`config.mk`:
```
export PLATFORM = sky130hd
export DESIGN_NAME = scene_phase_sequencer
export DESIGN_NICKNAME = d
export VERILOG_FILES = /design/src/rtl/scene_phase_sequencer.sv
export SDC_FILE = /design/constraint.sdc
export NUM_CORES = 1
export LEC_CHECK = 0
export CAP_MARGIN = 10
export CORE_MARGIN = 2
export CORE_UTILIZATION = 50
export DETAILED_ROUTE_END_ITERATION = 10
export PLACE_DENSITY = 0.74
export SLEW_MARGIN = 20
export SYNTH_ARGS = -nofsm -noshare
export SYNTH_HDL_FRONTEND = slang
export SYNTH_SLANG_ARGS = --single-unit
```
`constraint.sdc`:
```
create_clock -name clk -period 3 [get_ports clk]
set_input_delay 0.45 -clock clk [delete_from_list [all_inputs] [get_ports clk]]
set_output_delay 0.45 -clock clk [all_outputs]
set_load 0.03 [all_outputs]
```
`src/rtl/scene_phase_sequencer.sv`:
```
// Frame-synchronous twilight scene sequencer: walks night -> dawn -> day -> dusk,
// owning the shared fade level and the compositor layer mask.
module scene_phase_sequencer #(
    parameter int unsigned NIGHT_FRAMES = 120,
    parameter int unsigned DAY_FRAMES   = 180,
    parameter int unsigned RAMP_STEP    = 2,
    parameter int unsigned HOLD_W       = 8
) (
    input  logic       clk,
    input  logic       rst_n,
    input  logic       vsync,
    input  logic       pause,
    input  logic       restart,
    input  logic [1:0] speed,
    output logic [7:0] fade_level,
    output logic [1:0] phase,
    output logic [3:0] layer_en,
    output logic       cycle_done
);

    localparam int unsigned FADE_W  = 8;
    localparam int unsigned CALC_W  = 11;
    localparam int unsigned LAYER_W = 4;

    localparam logic [HOLD_W-1:0]  NIGHT_LAST  = HOLD_W'(NIGHT_FRAMES - 1);
    localparam logic [HOLD_W-1:0]  DAY_LAST    = HOLD_W'(DAY_FRAMES - 1);
    localparam logic [CALC_W-1:0]  FADE_MAX    = CALC_W'(255);
    localparam logic [CALC_W-1:0]  BASE_STEP   = CALC_W'(RAMP_STEP);
    localparam logic [FADE_W-1:0]  SUN_MIN     = FADE_W'(32);
    localparam logic [FADE_W-1:0]  STARS_LIMIT = FADE_W'(128);
    localparam logic [LAYER_W-1:0] LAYER_RST   = LAYER_W'(4'b1011);

    typedef enum logic [1:0] {
        NIGHT_HOLD = 2'd0,
        DAWN_RAMP  = 2'd1,
        DAY_HOLD   = 2'd2,
        DUSK_RAMP  = 2'd3
    } phase_e;

    phase_e              state_q, state_d;
    logic [FADE_W-1:0]   fade_q, fade_d;
    logic [HOLD_W-1:0]   cnt_q, cnt_d;
    logic [LAYER_W-1:0]  layer_q, layer_d;
    logic                done_q, done_d;
    logic                vsync_q;

    logic                tick_c;
    logic                adv_c;
    logic [CALC_W-1:0]   step_c;
    logic [CALC_W-1:0]   fade_ext_c;
    logic [CALC_W-1:0]   sum_c;
    logic [CALC_W-1:0]   diff_c;

    // Falling edge of the active-low vsync marks the start of a frame.
    assign tick_c     = vsync_q & ~vsync;
    assign adv_c      = tick_c & ~pause;
    assign step_c     = BASE_STEP << speed;
    assign fade_ext_c = CALC_W'(fade_q);
    assign sum_c      = fade_ext_c + step_c;
    assign diff_c     = fade_ext_c - step_c;

    always_ff @(posedge clk or negedge rst_n) begin
        if (!rst_n) begin
            state_q <= NIGHT_HOLD;
            fade_q  <= '0;
            cnt_q   <= '0;
            layer_q <= LAYER_RST;
            done_q  <= 1'b0;
            vsync_q <= 1'b1;
        end else begin
            state_q <= state_d;
            fade_q  <= fade_d;
            cnt_q   <= cnt_d;
            layer_q <= layer_d;
            done_q  <= done_d;
            vsync_q <= vsync;
        end
    end

    always_comb begin
        state_d = state_q;
        fade_d  = fade_q;
        cnt_d   = cnt_q;
        done_d  = 1'b0;

        if (restart) begin
            state_d = NIGHT_HOLD;
            fade_d  = '0;
            cnt_d   = '0;
        end else if (adv_c) begin
            case (state_q)
                NIGHT_HOLD: begin
                    if (cnt_q == NIGHT_LAST) begin
                        state_d = DAWN_RAMP;
                        cnt_d   = '0;
                    end else begin
                        cnt_d = cnt_q + HOLD_W'(1);
                    end
                end
                DAWN_RAMP: begin
                    if (sum_c >= FADE_MAX) begin
                        fade_d  = FADE_W'(8'hFF);
                        state_d = DAY_HOLD;
                        cnt_d   = '0;
                    end else begin
                        fade_d = FADE_W'(sum_c);
                    end
                end
                DAY_HOLD: begin
                    if (cnt_q == DAY_LAST) begin
                        state_d = DUSK_RAMP;
                        cnt_d   = '0;
                    end else begin
                        cnt_d = cnt_q + HOLD_W'(1);
                    end
                end
                DUSK_RAMP: begin
                    if (step_c >= fade_ext_c) begin
                        fade_d  = '0;
                        state_d = NIGHT_HOLD;
                        cnt_d   = '0;
                        done_d  = 1'b1;
                    end else begin
                        fade_d = FADE_W'(diff_c);
                    end
                end
                default: begin
                    state_d = NIGHT_HOLD;
                    fade_d  = '0;
                    cnt_d   = '0;
                end
            endcase
        end

        // Mask follows the fade value being registered so both always agree.
        layer_d = {1'b1, (fade_d >= SUN_MIN), (fade_d < STARS_LIMIT), 1'b1};
    end

    assign fade_level = fade_q;
    assign phase      = state_q;
    assign layer_en   = layer_q;
    assign cycle_done = done_q;

endmodule

```
==> implementation parameters, run 1 <==
Parameter                              Value

Synthesis
  Mean area per synthesized cell    8.63 um2
  Yosys warns    0
  Total of flip-flops plus latches after synthesis    22
  Multiplexer area fraction after synthesis    under 10%
  Compound-gate portion of the synthesized area    29.4%
  Post-synth ARST share    100%
  Yosys top cell by area    dfrtp_1
  Adder and majority gate portion of the synthesized area    between 10% and 20%
  Count of flip-flops with a built-in enable after synthesis    0
  Synth Instances    about 240
  Post-Syn Area    2100 um2
  Portion of the post-synthesis area used by sequential elements    26.3%
  Main combinational cell family by area after synthesis    compound AO/OA/AOI/OAI gates
  Number of different library cells in the post-synthesis netlist    62
  Leading post-synthesis cells by cell area    dfrtp_1, ha_1, inv_1
  Most used flip-flop cell after synthesis    dfrtp_1
  Simple-gate share of the synthesized area    between 15 and 20%
  XOR/XNOR share of the synthesized area    2.91%
  Fraction of synthesized cell area taken by the top area cell type    23.8%

Setup path
  Worst endpoint required time    approximately 3200 ps
  End point of the critical path    phase[0]$_DFFE_PN0P_
  R2R Setup Slk    380 ps
  Number of cells on the worst reg-to-reg path    8
  Maximum fanout encountered on the critical timing path    6
  Crit. Startpoint    speed[1]
  Type of destination of the critical path    flip-flop
  Classification of the worst setup path    input pin to flip-flop
  Element type at the critical path start    input pin
  Worst EP arrival    between 2000 and 3000 ps
  Launching point of the worst reg2reg path    fade_level[1]$_DFF_PN0_
  Worst reg2reg endpoint    phase[0]$_DFFE_PN0P_

GRT
  Combined global-route utilization of all metal layers    25.4%
  Via count of the first global-routing pass    1,910
  First-pass GRT wire length    9020 um
  Aggregate global routing overflow    0
  Maximum number of pins on one net before global-route repair    23
  Initial antenna violation count    0

Clock network
  Clock tree from TritonCTS    yes
  Max Root-Sink Buffers    2
  H-tree lvl count    1
  Clock insertion delay at the later pin of the skew report    260 ps
  Clock Sinks    22
  Clock-pin slew on the worst setup and hold paths    approximately 80 ps
  Root buffer cell    clkbuf_8
  Number of buffers created by CTS    3
  Post-CTS Setup Repair Bufs    0

Detailed routing
  Drc violations    0
  Post-route ant nets    0
  Avg WL per Cell    around 16 um
  Detailed Route Iter0 Violations    143
  Total wirelength of the detailed-routed design    around 5600 um
  Mean number of vias per cell    just under 6
  Via count    2,065
  Number of detailed-routing iterations run before antenna repair    5

Finish
  Count of antenna diodes in the layout    0
  Area growth syn-to-layout    27.8%
  Fill cells    around 340
  NumNets Final    roughly 330
  Fraction of layout instances using a drive strength above 1    24.2%
  Most common cell after layout, fill and taps aside    buf_4
  Post-Route Utilization    66.8%
  Leading cell types in the layout, fill and taps excluded    buf_4, inv_1, nor2_1, dfrtp_1, ha_1

Placed design
  Place WS    -235 ps
  Global placement routability congestion    0.959
  # port buffers    19
  Half-perimeter wire length after detailed placement    4170 um

Floorplan
  Overall die width    68.9 um
  Height of the chip    68.9 um
  Initial core utilization    52.2%
  Die Outline Area    4740 um2
  Number of standard-cell rows in the floorplan    23
  Number of I/O pins    22
  Core area    4030 um2

STA
  Max Fclk    376 MHz
  Final max-slew violation count    0
  Pin slew with the least headroom to its limit    519 ps
  Hold violation count in the final report    0
  Final Setup Violations    0
  Aggregate negative setup slack    0 ps
  Largest clock skew in the final design    1.23 ps
  Headroom to the max-slew limit    approximately two thirds
  Final worst-path setup slack    339 ps
  Final period utilization    between 80 and 90%
  Unrepaired setup endpoints after global routing    no
  Final worst path period need    between 2000 and 3000 ps

Power and ir drop
  Peak ir drop on the vdd network    0.207 mV
  Pwr Total    626 uW
  LEAKAGE    1.14 nW
  Pwr/cell area    233 nW/um2

Flow run
  Count of maximum capacitance violations    0

Worst hold path
  Worst min-delay path class    input pin to asynchronous set/reset pin

Status
  Run status    completed
[cell usage after synthesis, types with 2 or more instances]
cell	count
nor3b_1	2
o221ai_1	4
inv_2	2
nand3_1	4
o21ai_1	5
a211oi_1	5
o32a_1	2
buf_4	2
nor3_1	8
ha_1	19
o21a_1	4
a221oi_1	4
nand2_1	13
nor2_1	21
or2_2	3
o21ai_0	9
nand4_1	3
dfrtp_1	20
clkbuf_1	4
dfstp_2	2
nand2b_1	6
a21o_1	2
inv_1	23
o211ai_1	8
buf_6	4
a211o_1	2
buf_2	2
a221oi_2	2
nor2b_1	5
mux2i_1	3
fa_1	2
nor4_1	2
xnor2_1	6
o21bai_1	2
a21oi_1	11
a32o_1	2
[repair_timing]
| item | in CTS | in global routing |
|---|---|---|
| hold buffers | 0 | 0 |
| endpoints found under the setup margin | 0 | 15 |
| hold endpoints to repair | 0 | 0 |
| resized for setup | 0 | 15 |
[sequential cells by signal (all words and copies together), names as in the netlist]
signal / flops
cnt_q: 8
fade_level: 8
layer_en: 2
phase: 2
cycle_done: 1
vsync_q: 1
[logic make-up (layout without fill, tap and decap cells)]
family          count (synthesis)  count (layout)
compound gates                 79              79
simple gates                   74              74
buf+inv                        37              89
flops                          22              22
fa+ha+maj                      21              21
xor+xnor                        7               7
mux                             3               3
other cells                     1               2
[how the worst min path moves through the flow]
stage	startpoint	endpoint	slack, ps	cells after the start
finish	rst_n	fade_level[2]$_DFF_PN0_	530	2
global route	rst_n	fade_level[2]$_DFF_PN0_	560	2
CTS	rst_n	fade_level[2]$_DFF_PN0_	550	2
global placement	cnt_q[0]$_DFFE_PN0P_	cnt_q[0]$_DFFE_PN0P_	520	1
floorplan	rst_n	cnt_q[0]$_DFFE_PN0P_	150	0
detailed placement	cnt_q[0]$_DFFE_PN0P_	cnt_q[0]$_DFFE_PN0P_	530	1
[stage by stage]
stage,instances,cell area [um2],hold WS [ps]
CTS,346,2630,545
detailed placement,342,2580,535
global placement,342,2580,523
finish,347,2690,535
floorplan,245,2110,154
global route,347,2690,561
[critical path, stage by stage]
cell            delay (ps)
dlymetal6s2s_1         200
nor2_1                  90
ha_1                   240
fa_2                   400
xnor2_2                200
nand4_1                190
a2111oi_4              410
buf_6                  180
o21ai_1                140
a221oi_2               320
[layout make-up]
cell class                 instances  area (um2)  area share, %
multi-input combinational        186        1420           52.8
sequential                        22         553           20.6
timing repair buffer              60         504           18.7
inverter                          25        93.8           3.49
tap                               50        62.6           2.33
clock buffer                       4        55.1           2.05
[routing by layer]
layer / part of all wire (%) / vias up / wire, um / GRT usage (%)
li1: - / 989 / - / -
met1: 48 / 975 / 2720 / 38.4
met2: 43 / 95 / 2450 / 37.0
met3: 7.6 / 6 / 428 / 4.22
met4: 0.64 / 0 / 36 / 6.86
met5: 0 / - / 0 / 0
[where the power goes]
part           leakage [nW]  internal, mW  switching (mW)
registers             0.300         0.298         0.00142
clock network        0.0288         0.117           0.100
logic                 0.811        0.0485          0.0601
total                  1.14         0.464           0.162
(Power assumes the default switching activity.)
==> run 2, diff against run 1 <==
CORE_MARGIN = not set   (was 2)
SKIP_CTS_REPAIR_TIMING = 1   (was not set)
==> run 2 against run 1 <==
Effect of this change: first-iteration DRC count is 2.8% higher; register-to-register slack gained 90 ps; sequential share of layout area shrank 0.076 points; die area shrank 5.7%; combinational power hardly changed; maximum frequency grew 3.6%; sequential power is essentially flat; global-route usage increased by 1.7 points; non-clock buffer count shrank 5; wire length barely moved; via count is 0.68% lower; highest routed layer unchanged.
==> implementation parameters, run 2 (synthesis results as in run 1) <==
Parameter                              Value

Status
  Run status    completed

STA
  Final period utilization    85.7% (-3.1 points)
  Pin slew with the least headroom to its limit    501 ps (-18.8 ps)
  Final worst-path setup slack    430 ps (+91.5 ps)
  Max Fclk    389 MHz (+3.6%)
  Unrepaired setup endpoints after global routing    no
  Largest clock skew in the final design    2.81 ps (+1.58 ps)
  Hold violation count in the final report    0 (unchanged)
  Final Setup Violations    0 (unchanged)
  Final max-slew violation count    0 (unchanged)
  Final worst path period need    2570 ps (-91.5 ps)
  Headroom to the max-slew limit    66.5% (+1.2 points)
  Aggregate negative setup slack    0 ps (unchanged)

Finish
  Fin area    2700 um2 (+0.37%)
  Leading cell types in the layout, fill and taps excluded    buf_4, inv_1, nor2_1, dfrtp_1, clkdlybuf4s50_1
  Area growth syn-to-layout    28.3%
  Post-Route Utilization    67.0% (+0.25 points)
  Count of antenna diodes in the layout    0 (unchanged)
  NumNets Final    321 (-1.5%)
  Final non-filler cell total    342 (-1.4%)
  Most common cell after layout, fill and taps aside    buf_4
  Fraction of layout instances using a drive strength above 1    23.3% (-0.95 points)

Placed design
  # placed instances    337 (-1.5%)
  Place WS    -274 ps (-39.0 ps)
  Global placement routability congestion    0.902 (-6.0%)
  DP Area    2540 um2 (-1.5%)
  # port buffers    19 (unchanged)
  Half-perimeter wire length after detailed placement    4230 um (+1.3%)

Floorplan
  Initial core utilization    52.2% (unchanged)
  Number of standard-cell rows in the floorplan    23 (unchanged)
  Die Outline Area    4470 um2 (-5.7%)
  Height of the chip    66.9 um (-2.9%)
  Core area    4030 um2 (unchanged)
  Overall die width    66.9 um (-2.9%)
  Number of I/O pins    22 (unchanged)

Setup path
  Worst endpoint required time    3150 ps (-20 ps)
  Worst reg2reg endpoint    cnt_q[4]$_DFFE_PN0P_
  Classification of the worst setup path    input pin to flip-flop
  End point of the critical path    cnt_q[4]$_DFFE_PN0P_
  Type of destination of the critical path    flip-flop
  Element type at the critical path start    input pin
  Number of cells on the worst reg-to-reg path    8 (unchanged)
  Crit. Startpoint    speed[0]
  Launching point of the worst reg2reg path    fade_level[2]$_DFF_PN0_
  R2R Setup Slk    470 ps (+90 ps)
  Maximum fanout encountered on the critical timing path    6 (unchanged)
  Worst EP arrival    2720 ps (-110 ps)

Flow run
  Count of maximum capacitance violations    0 (unchanged)

GRT
  Maximum number of pins on one net before global-route repair    23 (unchanged)
  Aggregate global routing overflow    0 (unchanged)
  Global-route met2 utilization    41.3% (+4.3 points)
  Met3 Usage GRT    2.57% (-1.7 points)
  Met1 track demand over resource    39.2% (+0.79 points)
  Most heavily used metal layer in global routing    met2
  Combined global-route utilization of all metal layers    27.1% (+1.7 points)
  Via count of the first global-routing pass    1,863 (-2.5%)
  First-pass GRT wire length    8950 um (-0.77%)
  Initial antenna violation count    0 (unchanged)

Detailed routing
  Via count    2,051 (-0.68%)
  Drc violations    0 (unchanged)
  Avg WL per Cell    16.5 um (+1.5%)
  Number of detailed-routing iterations run before antenna repair    4 (-1)
  Total wirelength of the detailed-routed design    5640 um (about the same)
  Detailed Route Iter0 Violations    147 (+2.8%)
  Mean number of vias per cell    6.00 (+0.77%)
  Post-route ant nets    0 (unchanged)

Worst hold path
  Worst min-delay path class    input pin to asynchronous set/reset pin

Clock network
  Root buffer cell    clkbuf_8
  Clock tree from TritonCTS    yes
  Max Root-Sink Buffers    2 (unchanged)
  Number of buffers created by CTS    3 (unchanged)
  Clock insertion delay at the later pin of the skew report    280 ps (+20 ps)
  Clock Sinks    22 (unchanged)
  Clock-pin slew on the worst setup and hold paths    90 ps (about the same)
  H-tree lvl count    1 (unchanged)

Power and ir drop
  Peak ir drop on the vdd network    0.188 mV (-9.0%)
  LEAKAGE    1.12 nW (-1.6%)
  Pwr/cell area    260 nW/um2 (+12%)
## run 2: cell type report
class | count | area, um2
well taps | 50 | 62.6
flip-flops and latches | 22 | 553
clock buffers | 3 | 41.3
repair buffers | 55 | 467
inverters | 25 | 93.8
fillers | 331 | 1330
clock inverters | 1 | 30.0
multi-input cells | 186 | 1450
## run 2: through the flow
stage | hold WS (ps) | total power [mW]
6_report | 525 | 0.702
5_1_grt | 559 | 0.723
4_1_cts | 538 | 0.697
3_5_place_dp | 567 | 0.406
3_3_place_gp | 560 | 0.405
2_1_floorplan | 154 | 0.365
## run 2: power by group
group	internal, mW	switching, mW	total, mW	leakage [nW]
Sequential	0.298	0.00177	0.300	0.300
Clock	0.179	0.115	0.294	0.0357
Combinational	0.0484	0.0596	0.108	0.786
## run 2: how the worst min path moves through the flow
stage | cells past startpoint | startpoint | end
floorplan | 0 | rst_n | cnt_q[0]$_DFFE_PN0P_
global placement | 1 | cnt_q[0]$_DFFE_PN0P_ | cnt_q[0]$_DFFE_PN0P_
detailed placement | 1 | cnt_q[0]$_DFFE_PN0P_ | cnt_q[0]$_DFFE_PN0P_
CTS | 2 | rst_n | fade_level[5]$_DFF_PN0_
global route | 2 | rst_n | fade_level[6]$_DFF_PN0_
finish | 2 | rst_n | fade_level[5]$_DFF_PN0_
## run 2: per-layer routing
layer / part of all wire (%) / wire (um) / vias to the layer above
met3: 4.5 / 254 / 9
met4: 1.8 / 101 / 0
met2: 45 / 2530 / 68
met1: 49 / 2750 / 988
li1: - / - / 986
met5: 0 / 0 / -
## run 2: critical path, cell delays in order
cell,delay [ps]
dlymetal6s2s_1,180
nand2b_1,180
inv_1,120
buf_4,120
ha_2,210
a21oi_1,110
a211o_1,330
a2111oi_4,390
buf_6,170
o32a_1,290
o221ai_1,150
